**src/rtl/cu_seq_pkg.sv**
```systemverilog
// Shared constants for the sequencer: opcode classes, NOP codes,
// data-bus source codes and write-enable bit positions.
package cu_seq_pkg;

    typedef enum logic [2:0] {
        CLS_LOAD,
        CLS_MOVE,
        CLS_ALU,
        CLS_JMP,
        CLS_JNZ
    } instr_class_e;

    // Opcode prefixes
    localparam logic       PFX_LOAD = 1'b0;     // ir[7]
    localparam logic [1:0] PFX_MOVE = 2'b10;    // ir[7:6]
    localparam logic [2:0] PFX_ALU  = 3'b110;   // ir[7:5]
    localparam logic [3:0] PFX_JMP  = 4'b1110;  // ir[7:4]
    localparam logic [3:0] PFX_JNZ  = 4'b1111;  // ir[7:4]

    // NOP codes; C8 is also the flush/reset filler
    localparam logic [7:0] NOP_C8 = 8'hC8;
    localparam logic [7:0] NOP_CF = 8'hCF;
    localparam logic [7:0] NOP_D8 = 8'hD8;
    localparam logic [7:0] NOP_DF = 8'hDF;

    // Data-bus source codes beyond the 0..7 register sources
    localparam logic [3:0] SRC_IMM   = 4'd8;
    localparam logic [3:0] SRC_IPINS = 4'd9;
    localparam logic [3:0] SRC_NONE  = 4'd10;

    // reg_en bit positions
    localparam int REN_X0 = 0;
    localparam int REN_X1 = 1;
    localparam int REN_Y0 = 2;
    localparam int REN_Y1 = 3;
    localparam int REN_R  = 4;
    localparam int REN_M  = 5;
    localparam int REN_I  = 6;
    localparam int REN_DM = 7;
    localparam int REN_O  = 8;

    // Destination / source register codes with special handling
    localparam logic [2:0] DST_I  = 3'd6;
    localparam logic [2:0] DST_DM = 3'd7;

    function automatic instr_class_e classify(input logic [7:0] ir);
        if (ir[7] == PFX_LOAD)          return CLS_LOAD;
        else if (ir[7:6] == PFX_MOVE)   return CLS_MOVE;
        else if (ir[7:5] == PFX_ALU)    return CLS_ALU;
        else if (ir[7:4] == PFX_JMP)    return CLS_JMP;
        else                            return CLS_JNZ;
    endfunction

    // Destination code 4 is o_reg, which lives at the top of reg_en
    function automatic logic [8:0] dest_onehot(input logic [2:0] dst);
        logic [8:0] oh;
        oh = '0;
        unique case (dst)
            3'd0:    oh[REN_X0] = 1'b1;
            3'd1:    oh[REN_X1] = 1'b1;
            3'd2:    oh[REN_Y0] = 1'b1;
            3'd3:    oh[REN_Y1] = 1'b1;
            3'd4:    oh[REN_O]  = 1'b1;
            3'd5:    oh[REN_M]  = 1'b1;
            3'd6:    oh[REN_I]  = 1'b1;
            default: oh[REN_DM] = 1'b1;
        endcase
        return oh;
    endfunction

endpackage

```
**src/rtl/cu_sequencer_if.sv**
```systemverilog
// Program-memory and control bundle between the sequencer and the
// computational unit / program ROM.
interface cu_sequencer_if;
    logic [7:0] pm_data;
    logic       zero_flag;
    logic [7:0] pm_addr;
    logic [7:0] ir;
    logic [3:0] nibble_ir;
    logic [3:0] source_sel;
    logic [8:0] reg_en;
    logic       i_sel;
    logic       x_sel;
    logic       y_sel;
    logic       NOPC8;
    logic       NOPCF;
    logic       NOPD8;
    logic       NOPDF;
    logic       jmp_taken;

    // Sequencer side: drives the program address and all controls
    modport master (
        input  pm_data, zero_flag,
        output pm_addr, ir, nibble_ir, source_sel, reg_en,
               i_sel, x_sel, y_sel, NOPC8, NOPCF, NOPD8, NOPDF, jmp_taken
    );

    // Datapath / ROM side
    modport slave (
        output pm_data, zero_flag,
        input  pm_addr, ir, nibble_ir, source_sel, reg_en,
               i_sel, x_sel, y_sel, NOPC8, NOPCF, NOPD8, NOPDF, jmp_taken
    );
endinterface

```
**src/rtl/instr_decoder.sv**
```systemverilog
// Purely combinational instruction decode from ir (plus zero_flag for
// the conditional jump).
module instr_decoder
    import cu_seq_pkg::*;
(
    input  logic [7:0] ir,
    input  logic       zero_flag,
    output logic [3:0] source_sel,
    output logic [8:0] reg_en,
    output logic       i_sel,
    output logic       x_sel,
    output logic       y_sel,
    output logic       nop_c8,
    output logic       nop_cf,
    output logic       nop_d8,
    output logic       nop_df,
    output logic       jmp_taken
);
    instr_class_e cls;
    logic [2:0]   dst;
    logic [2:0]   src;

    assign cls    = classify(ir);
    assign nop_c8 = (ir == NOP_C8);
    assign nop_cf = (ir == NOP_CF);
    assign nop_d8 = (ir == NOP_D8);
    assign nop_df = (ir == NOP_DF);

    // Decode the current instruction into bus source, write enables and selects
    always_comb begin
        source_sel = SRC_NONE;
        reg_en     = '0;
        i_sel      = 1'b0;
        x_sel      = 1'b0;
        y_sel      = 1'b0;
        jmp_taken  = 1'b0;
        dst        = ir[5:3];
        src        = ir[2:0];
        case (cls)
            CLS_LOAD: begin
                dst        = ir[6:4];
                source_sel = SRC_IMM;
                reg_en     = dest_onehot(dst);
                if (dst == DST_DM) begin
                    reg_en[REN_I] = 1'b1;
                    i_sel         = 1'b1;
                end
            end
            CLS_MOVE: begin
                source_sel = (dst == src) ? SRC_IPINS : {1'b0, src};
                reg_en     = dest_onehot(dst);
                // Any dm access post-increments i, unless i itself is the target
                if ((dst == DST_DM || src == DST_DM) && dst != DST_I) begin
                    reg_en[REN_I] = 1'b1;
                    i_sel         = 1'b1;
                end
            end
            CLS_ALU: begin
                x_sel         = ir[4];
                y_sel         = ir[3];
                reg_en[REN_R] = ~(nop_c8 | nop_cf | nop_d8 | nop_df);
            end
            CLS_JMP: jmp_taken = 1'b1;
            CLS_JNZ: jmp_taken = ~zero_flag;
            default: jmp_taken = 1'b0;
        endcase
    end

endmodule

```
**src/rtl/cu_sequencer.sv**
```systemverilog
// Program sequencer: pc and ir registers, fetch, and jump/flush control.
module cu_sequencer
    import cu_seq_pkg::*;
(
    input  logic          clk,
    input  logic          sync_reset,
    cu_sequencer_if.master bus
);
    logic [7:0] pc_q, pc_d;
    logic [7:0] ir_q, ir_d;
    logic       jmp_taken;

    instr_decoder u_dec (
        .ir         (ir_q),
        .zero_flag  (bus.zero_flag),
        .source_sel (bus.source_sel),
        .reg_en     (bus.reg_en),
        .i_sel      (bus.i_sel),
        .x_sel      (bus.x_sel),
        .y_sel      (bus.y_sel),
        .nop_c8     (bus.NOPC8),
        .nop_cf     (bus.NOPCF),
        .nop_d8     (bus.NOPD8),
        .nop_df     (bus.NOPDF),
        .jmp_taken  (jmp_taken)
    );

    assign bus.pm_addr   = pc_q;
    assign bus.ir        = ir_q;
    assign bus.nibble_ir = ir_q[3:0];
    assign bus.jmp_taken = jmp_taken;

    // Next fetch: sequential pc, or jump within the page of pc with the
    // already-prefetched word replaced by a NOP
    always_comb begin
        pc_d = pc_q + 8'd1;
        ir_d = bus.pm_data;
        if (jmp_taken) begin
            pc_d = {pc_q[7:4], ir_q[3:0]};
            ir_d = NOP_C8;
        end
    end

    // pc / ir registers; reset wins over a pending jump
    always_ff @(posedge clk) begin
        if (sync_reset) begin
            pc_q <= 8'h00;
            ir_q <= NOP_C8;
        end else begin
            pc_q <= pc_d;
            ir_q <= ir_d;
        end
    end

endmodule

```
**src/flat_wrapper.sv**
```systemverilog
// flat-port wrapper written by rule: the top's interface ports become plain ports
module cu_sequencer_flat import cu_seq_pkg::*;
  (clk, sync_reset, bus_pm_data, bus_zero_flag, bus_pm_addr, bus_ir, bus_nibble_ir, bus_source_sel, bus_reg_en, bus_i_sel, bus_x_sel, bus_y_sel, bus_NOPC8, bus_NOPCF, bus_NOPD8, bus_NOPDF, bus_jmp_taken);
  cu_sequencer_if bus_i ();
  input  logic clk;
  input  logic sync_reset;
  input wire logic [$bits(bus_i.pm_data)-1:0] bus_pm_data;
  input wire logic [$bits(bus_i.zero_flag)-1:0] bus_zero_flag;
  output wire logic [$bits(bus_i.pm_addr)-1:0] bus_pm_addr;
  output wire logic [$bits(bus_i.ir)-1:0] bus_ir;
  output wire logic [$bits(bus_i.nibble_ir)-1:0] bus_nibble_ir;
  output wire logic [$bits(bus_i.source_sel)-1:0] bus_source_sel;
  output wire logic [$bits(bus_i.reg_en)-1:0] bus_reg_en;
  output wire logic [$bits(bus_i.i_sel)-1:0] bus_i_sel;
  output wire logic [$bits(bus_i.x_sel)-1:0] bus_x_sel;
  output wire logic [$bits(bus_i.y_sel)-1:0] bus_y_sel;
  output wire logic [$bits(bus_i.NOPC8)-1:0] bus_NOPC8;
  output wire logic [$bits(bus_i.NOPCF)-1:0] bus_NOPCF;
  output wire logic [$bits(bus_i.NOPD8)-1:0] bus_NOPD8;
  output wire logic [$bits(bus_i.NOPDF)-1:0] bus_NOPDF;
  output wire logic [$bits(bus_i.jmp_taken)-1:0] bus_jmp_taken;
  assign bus_i.pm_data = bus_pm_data;
  assign bus_i.zero_flag = bus_zero_flag;
  assign bus_pm_addr = bus_i.pm_addr;
  assign bus_ir = bus_i.ir;
  assign bus_nibble_ir = bus_i.nibble_ir;
  assign bus_source_sel = bus_i.source_sel;
  assign bus_reg_en = bus_i.reg_en;
  assign bus_i_sel = bus_i.i_sel;
  assign bus_x_sel = bus_i.x_sel;
  assign bus_y_sel = bus_i.y_sel;
  assign bus_NOPC8 = bus_i.NOPC8;
  assign bus_NOPCF = bus_i.NOPCF;
  assign bus_NOPD8 = bus_i.NOPD8;
  assign bus_NOPDF = bus_i.NOPDF;
  assign bus_jmp_taken = bus_i.jmp_taken;
  cu_sequencer u_core (.clk(clk), .sync_reset(sync_reset), .bus(bus_i));
endmodule
```
**config.mk**
```make
export PLATFORM = sky130hd
export DESIGN_NAME = cu_sequencer_flat
export DESIGN_NICKNAME = d
export VERILOG_FILES = /design/src/rtl/cu_seq_pkg.sv /design/src/rtl/cu_sequencer_if.sv /design/src/rtl/instr_decoder.sv /design/src/rtl/cu_sequencer.sv /design/src/flat_wrapper.sv
export SDC_FILE = /design/constraint.sdc
export NUM_CORES = 1
export LEC_CHECK = 0
export BUFFER_PORTS_ARGS = -buffer_cell sky130_fd_sc_hd__buf_2
export CAP_MARGIN = 5
export CORE_MARGIN = 5
export CORE_UTILIZATION = 45
export CTS_BUF_LIST = sky130_fd_sc_hd__clkbuf_8
export DETAILED_ROUTE_END_ITERATION = 16
export GPL_ROUTABILITY_DRIVEN = 0
export GPL_TIMING_DRIVEN = 0
export MAX_ROUTING_LAYER = met4
export PLACE_DENSITY = 0.81
export SETUP_SLACK_MARGIN = 0.5
export SLEW_MARGIN = 20
export SYNTH_ARGS = -nofsm -noshare
export SYNTH_HDL_FRONTEND = slang
export SYNTH_SLANG_ARGS = --single-unit
```
**constraint.sdc**
```tcl
create_clock -name clk -period 1.7 [get_ports clk]
set_input_delay 0 -clock clk [delete_from_list [all_inputs] [get_ports clk]]
set_output_delay 0 -clock clk [all_outputs]
set_load 0.02 [all_outputs]
```
==> results of run 1 <==
logic make-up after synthesis:
group | synth area share [%]
and+or+nand+nor | 33.1
AOI/OAI and AO/OA | 13.5
buffers and inverters | 8.92
DFF | 33.6
xor gates and xnor gates | 7.35
muxes | 2.23
adders and majority gates | 1.31
metrics by stage:
stage / utilization (%) / instance area (um^2)
3_3_place_gp: 71.0 / 1410
2_1_floorplan: - / 1120
3_5_place_dp: 71.0 / 1410
==> results.toml, run 1 <==
[placed_design]
portBuffers = 51
post-dp-hpwl_um = 2140
place_inst = 200
place_ws_ps = 250

[synth]
yosysTopAreaCellShare_pct = 33.6
synth-seq-area-share_pct = 33.6
syn_area_um2 = 953
yosysWarnings = 0
ys_top_cells_by_count = "dfxtp_1, nand2_1, nor2_1, a21oi_1, xnor2_1"
async_flop_share_pct = 0
ys_ff_latch = 16
synth.most_common_cell = "dfxtp_1"
yosys-top-cells-area = "dfxtp_1, xnor2_1, nand2_1, nor2_1, a211oi_1"
ys.flop_type = "dfxtp_1"
syn_area_per_cell_um2 = 7.81
synth_edf_count = 0
synth_nets = 134
yosysTopAreaCell = "dfxtp_1"
syn_inst = 122
synth_cell_type_count = 38

[clock_tree]
numCtsBuffers = 3
hold_buffers = 9
post_cts_buffers = 19
post_cts_resized = 63
cts.sinks = 16
h-tree-depth = 1
cts.path.max_buffers = 2
cts_root_buf = "clkbuf_8"

[floorplan]
io_pins = 52
die_width_um = 56.0
die_h_um = 56.0
start_util_pct = 48.1
rows = 16

[status]
outcome = "did not finish"
first-error = "[ERROR DPL-0033] detailed placement checks failed during check placement."
stop_stage = "clock tree synthesis (4_1_cts)"
==> inputs of run 2 (changes only) <==
- CORE_AREA: unset -> 5 5 66 68
- CORE_MARGIN: 5 -> unset
- CORE_UTILIZATION: 45 -> unset
- CTS_BUF_LIST: sky130_fd_sc_hd__clkbuf_8 -> unset
- DIE_AREA: unset -> 0 0 71 73
- MAX_ROUTING_LAYER: met4 -> unset
- PLACE_DENSITY: 0.81 -> unset
- PLACE_DENSITY_LB_ADDON: unset -> 0.15
- SETUP_SLACK_MARGIN: 0.5 -> unset
==> run 2 against run 1 <==
  * The run now ends clean
  * Synthesized cell count unchanged
  * Synthesized area unchanged
==> results.toml, run 2 <==
[synth]
ys_ff_latch = 16
async_flop_share_pct = 0
synth-seq-area-share_pct = 33.6
syn_area_per_cell_um2 = 7.81
ys.flop_type = "dfxtp_1"
synth_nets = 134
synth.most_common_cell = "dfxtp_1"
yosys-top-cells-area = "dfxtp_1, xnor2_1, nand2_1, nor2_1, a211oi_1"
syn_area_um2 = 953
synth_cell_type_count = 38
yosysTopAreaCellShare_pct = 33.6
synth_edf_count = 0
ys_top_cells_by_count = "dfxtp_1, nand2_1, nor2_1, a21oi_1, xnor2_1"
yosysWarnings = 0
yosysTopAreaCell = "dfxtp_1"
syn_inst = 122

[power]
p_sw_uw = 314
swShare_pct = 31.6
clkPwrFrac_pct = 26.9
vdd_ir_drop_max_mv = 0.367
seq_power_share_pct = 43.2
p_per_area_nw_per_um2 = 691
p_int_uw = 680
p_comb_share_pct = 29.9
leakage_uw = 0.000679
total_power_uw = 993

[global_route]
grt_usage_pct = 11.2
antenna_found_initial = 0
grt_pass1_vias = 1036
grt_overflow_total = 0
grt_max_degree = 11
grt_pass1_wl_um = 4760

[cells_and_area]
multi_input_area_um2 = 572
fin_util_pct = 37.8
fin_cells = 235
fillers = 420
nets = 199
final_common_cell = "buf_2"
regArea_um2 = 322
drive_gt1_share_pct = 39.5
mostFrequentLayoutCells = "buf_2, dfxtp_1, nor2_1, nand2_1, dlygate4sd3_1"
n_antenna_cell = 0
area_growth_pct = 50.8

[setup_path]
crit_type = "flop to primary output"
critPathArrivalTime_ps = 1550
endpoint_kind = "primary output"
worstSetupStartpointType = "flop"
worst_ep_required_time_ps = 1700
critical_path.max_fanout = 10

[detailed_routing]
drc_errors = 0
wl_per_cell_um = 12.1
dr_total_vias = 1086
via_per_inst = 4.62
antenna_left = 0
drt_pass1_iterations = 4
first_iter_violations = 55
routed_wirelength_um = 2850

[floorplan]
die_width_um = 71
rows = 23
io_pins = 52
dieArea_um2 = 5180
start_util_pct = 25.1
die_h_um = 73
coreArea_um2 = 3800

[placed_design]
post-dp-hpwl_um = 2190
place_inst = 223
place_ws_ps = 110
portBuffers = 51

[hold_path]
hp-class = "input pin to flop"

[clock_tree]
clock_latency_ps = 240
post_cts_buffers = 0
h-tree-depth = 1
cts_root_buf = "clkbuf_8"
cts.sinks = 16
clk_pin_slew_worst_paths_ps = 60
cts.path.max_buffers = 2
numCtsBuffers = 3
cts_tree = "built"

[sta]
hold_viol_final = 0
finalMaxSlewViolations = 0
worstMarginPinSlew_ps = 429
relSlewSlack_pct = 71.4
layout_min_cycle_time_ps = 1550
setup_viol = 0
grt_setup_unrepaired = "yes"
min_period_over_period_pct = 90.9
postLayoutSetupSlackWorst_ps = 154
holdWs_ps = 178
max_clock_freq_mhz = 647
clock_skew_ps = 0.553

[run]
maxCapViolations = 0

[status]
outcome = "completed"
run 2: worst max-delay path: stages, from the launching register on:
cell and delay [ps]:
dfxtp_1 350, buf_2 230, nor2b_4 220, nand2_1 90, o22a_1 180, nor2_1 80
buf_2 170
run 2: area by class of cell:
type                            count  share of cell area (%)
Timing Repair Buffer               60                    24.0
Clock buffer                        3                    2.87
Inverter                            6                    1.74
Buffer                             10                    4.87
Tap cell                           50                    4.35
Multi-Input combinational cell     90                    39.8
Sequential cell                    16                    22.4
run 2: metrics by stage:
stage / TNS [ps] / area, um^2
floorplan: 0 / 962
global placement: 0 / 1280
finish: 0 / 1440
detailed placement: 0 / 1280
CTS: 0 / 1420
global route: -4.60 / 1440
run 2: power by group through the flow:
| stage | Clock [uW] | Combinational [uW] | Sequential (uW) |
|---|---|---|---|
| after floorplan | 0 | 162 | 456 |
| after global placement | 0 | 272 | 435 |
| after detailed placement | 0 | 274 | 435 |
| after CTS | 280 | 292 | 428 |
| after global routing | 293 | 324 | 434 |
| final | 267 | 297 | 429 |
run 2: repair_timing:
action	4_1_cts	5_1_grt
setup endpoints to repair	10	9
resized for setup	4	12
hold buffers	9	0
hold endpoints to repair	8	0
run 2: cells by family after synthesis:
kind of cell | count (synthesis) | share of synthesized area, %
AO/OA/AOI/OAI | 20 | 13.5
buffers and inverters | 16 | 8.92
XOR/XNOR | 8 | 7.35
multiplexers | 2 | 2.23
adder cells (fa/ha/maj) | 1 | 1.31
flip-flops | 16 | 33.6
AND/OR/NAND/NOR | 59 | 33.1
run 2: metal layers:
layer	wire (um)	global-route usage, %	part of all wire, %
met1	1290	14.2	45
met2	1260	17.9	44
met3	237	3.17	8.3
met4	55	4.59	1.9
met5	0	0	0
run 2: final timing paths:
kind                         start                    end  slack [ps]  depth (start not counted)
max               u_core.bus.ir[7]          bus_reg_en[8]         150                          6
min                  bus_zero_flag  u_core.bus.pm_addr[3]         180                          4
max reg2reg       u_core.bus.ir[5]  u_core.bus.pm_addr[7]         190                          6
min reg2reg  u_core.bus.pm_addr[7]  u_core.bus.pm_addr[7]         470                          2
Note: power is estimated with default switching activity, not from simulation.
==> inputs of run 3 (changes only) <==
- ABC_AREA: unset -> 1
==> run 3 against run 2 <==
  * Count of clock-buffer cells in the layout did not move
  * Power fell by 1.2%
  * Hold slack got worse by 61 ps
  * Sequential power barely moved
  * Setup slack improved by 17 ps
  * Core utilization fell by 1.2 points
  * Sequential share of layout area rose by 0.61 points
  * Critical path depth fell by 1
  * Non-clock buffer count fell by 5
  * Maximum frequency rose by 1.1%
  * Flip-flop and latch count did not move
  * Synthesized area fell by 0.13%
==> results.toml, run 3 <==
[status]
outcome = "completed"

[power]
p_per_area_nw_per_um2 = 704
vdd_ir_drop_max_mv = 0.445
leakage_uw = 0.000723

[synth]
synth.most_common_cell = "inv_1"
syn_area_per_cell_um2 = 6.95
syn_area_um2 = 952
async_flop_share_pct = 0
yosysTopAreaCellShare_pct = 33.6
ys.flop_type = "dfxtp_1"
synth_nets = 149
ys_top_cells_by_count = "inv_1, nor2_1, nand2_1, dfxtp_1, nand3_1"
yosysWarnings = 0
synth_cell_type_count = 27
synth_edf_count = 0
synth-seq-area-share_pct = 33.6
yosysTopAreaCell = "dfxtp_1"
yosys-top-cells-area = "dfxtp_1, inv_1, nor2_1, nand2_1, nand3_1"
syn_inst = 137
ys_ff_latch = 16

[cells_and_area]
nets = 213
fin_cells = 249
final_common_cell = "buf_2"
area_growth_pct = 46.4
fillers = 429
drive_gt1_share_pct = 36.2
n_antenna_cell = 0
mostFrequentLayoutCells = "buf_2, inv_1, nor2_1, nand2_1, dfxtp_1"

[clock_tree]
clk_pin_slew_worst_paths_ps = 60
numCtsBuffers = 3
clock_latency_ps = 250
h-tree-depth = 1
cts.path.max_buffers = 2
cts.sinks = 16
cts_root_buf = "clkbuf_8"
cts_tree = "built"

[detailed_routing]
drc_errors = 0
via_per_inst = 4.30
drt_pass1_iterations = 4
first_iter_violations = 28
dr_total_vias = 1071
routed_wirelength_um = 2690
wl_per_cell_um = 10.8
antenna_left = 0

[setup_path]
worstSetupStartpointType = "flop"
r2r_start = "u_core.bus.ir[6]"
crit_path_cell_trace = "inv_1 -> nor2_1 -> inv_1 -> nor3_1 -> buf_2"
timing.rr.end = "u_core.bus.ir[7]"
ff2ff_path_depth = 5
critPathArrivalTime_ps = 1530
endpoint_kind = "primary output"
crit_type = "flop to primary output"
crit_buf_inv = 3
critPathTopFamily = "flip-flops"
critPathMaxStageDelay_ps = 500
worst_ep_required_time_ps = 1700
worst_path_max_delay_cell = "dfxtp_1"
r2r_setup_slack_ps = 340
critical_path.max_fanout = 6
cp_common_cell = "inv_1"

[sta]
finalMaxSlewViolations = 0
clock_skew_ps = 3.00
relSlewSlack_pct = 77.1
setup_tns_ps = 0
hold_viol_final = 0
layout_min_cycle_time_ps = 1530
worstMarginPinSlew_ps = 342
max_clock_freq_mhz = 654
min_period_over_period_pct = 89.9
grt_setup_unrepaired = "no"
setup_viol = 0

[hold_path]
whs_path_depth = 4
hold-path-endpoint = "u_core.bus.pm_addr[7]"
hp-class = "input pin to flop"
min-delay-start = "sync_reset"

[floorplan]
die_width_um = 71
io_pins = 52
rows = 23
start_util_pct = 25.1
coreArea_um2 = 3800
dieArea_um2 = 5180
die_h_um = 73

[placed_design]
post-dp-hpwl_um = 2140
place_inst = 238
portBuffers = 51

[global_route]
grt_overflow_total = 0
grt_usage_pct = 10.5
grt_pass1_wl_um = 4380
grt_max_degree = 11
grt_pass1_vias = 1002
antenna_found_initial = 0

[run]
maxCapViolations = 0
==> run 3: final cells by class <==
type | instances | area (um^2) | share of cell area [%]
multi-input combinational | 92 | 502 | 36.0
timing repair buffer | 59 | 335 | 24.1
sequential | 16 | 320 | 23.0
inverter | 23 | 86.3 | 6.19
tap | 50 | 62.6 | 4.49
buffer | 6 | 46.3 | 3.32
clock buffer | 3 | 41.3 | 2.96
==> run 3: metrics by stage <==
stage | cell area (um^2) | total power, uW | util (%) | hold WS, ps | worst slack, ps
final | 1390 | 981 | 36.7 | 117 | 171
after global routing | 1390 | 1050 | 36.7 | 148 | 23.4
after CTS | 1390 | 994 | 36.6 | 127 | 134
after detailed placement | 1270 | 695 | 33.4 | 189 | 330
after global placement | 1270 | 695 | 33.4 | 186 | 340
after floorplan | 952 | 606 | - | 107 | 281
==> run 3: per-layer routing <==
| layer | vias up | track usage (%) | share of wire [%] |
|---|---|---|---|
| met5 | - | 0 | 0 |
| met4 | 0 | 3.76 | 1.3 |
| met3 | 5 | 2.75 | 6.3 |
| met2 | 33 | 18.0 | 48 |
| met1 | 470 | 12.6 | 45 |
| li1 | 563 | - | - |
==> run 3: what timing repair did <==
item | CTS | global route
setup endpoints to repair | 0 | 3
resized for setup | 0 | 1
hold buffers | 8 | 0
buffers inserted | 0 | 0
hold endpoints to repair | 8 | 0
==> run 3: cells by family (layout without fill, tap and decap cells) <==
family / count (synthesis) / after routing / synth area share, %
xor+xnor: 5 / 5 / 4.60
simple gates: 64 / 64 / 32.1
buf+inv: 29 / 91 / 13.9
compound gates: 22 / 22 / 14.5
fa+ha+maj: 1 / 1 / 1.31
flops: 16 / 16 / 33.6
==> run 3: worst reg2reg max path: cells and delay by family, from the launching register on <==
kind / cells / cell delay, ps
buffers and inverters: 1 / 110
AND/OR/NAND/NOR: 4 / 810
flip-flops: 1 / 330
==> run 3: power breakdown <==
| part | internal, uW | switching, uW |
|---|---|---|
| registers | 398 | 30.5 |
| logic | 105 | 165 |
| clock network | 157 | 126 |
| total | 660 | 321 |
==> run 3: how the worst max path moves through the flow <==
| stage | start | end | slack, ps | cells after the start |
|---|---|---|---|---|
| 2_1_floorplan | u_core.bus.ir[4] | bus_NOPD8 | 280 | 4 |
| 3_3_place_gp | u_core.bus.ir[6] | u_core.bus.ir[3] | 340 | 5 |
| 3_5_place_dp | u_core.bus.ir[6] | u_core.bus.ir[7] | 330 | 5 |
| 4_1_cts | u_core.bus.ir[7] | bus_reg_en[5] | 130 | 5 |
| 5_1_grt | u_core.bus.ir[4] | bus_NOPD8 | 20 | 5 |
| 6_report | u_core.bus.ir[4] | bus_NOPD8 | 170 | 5 |
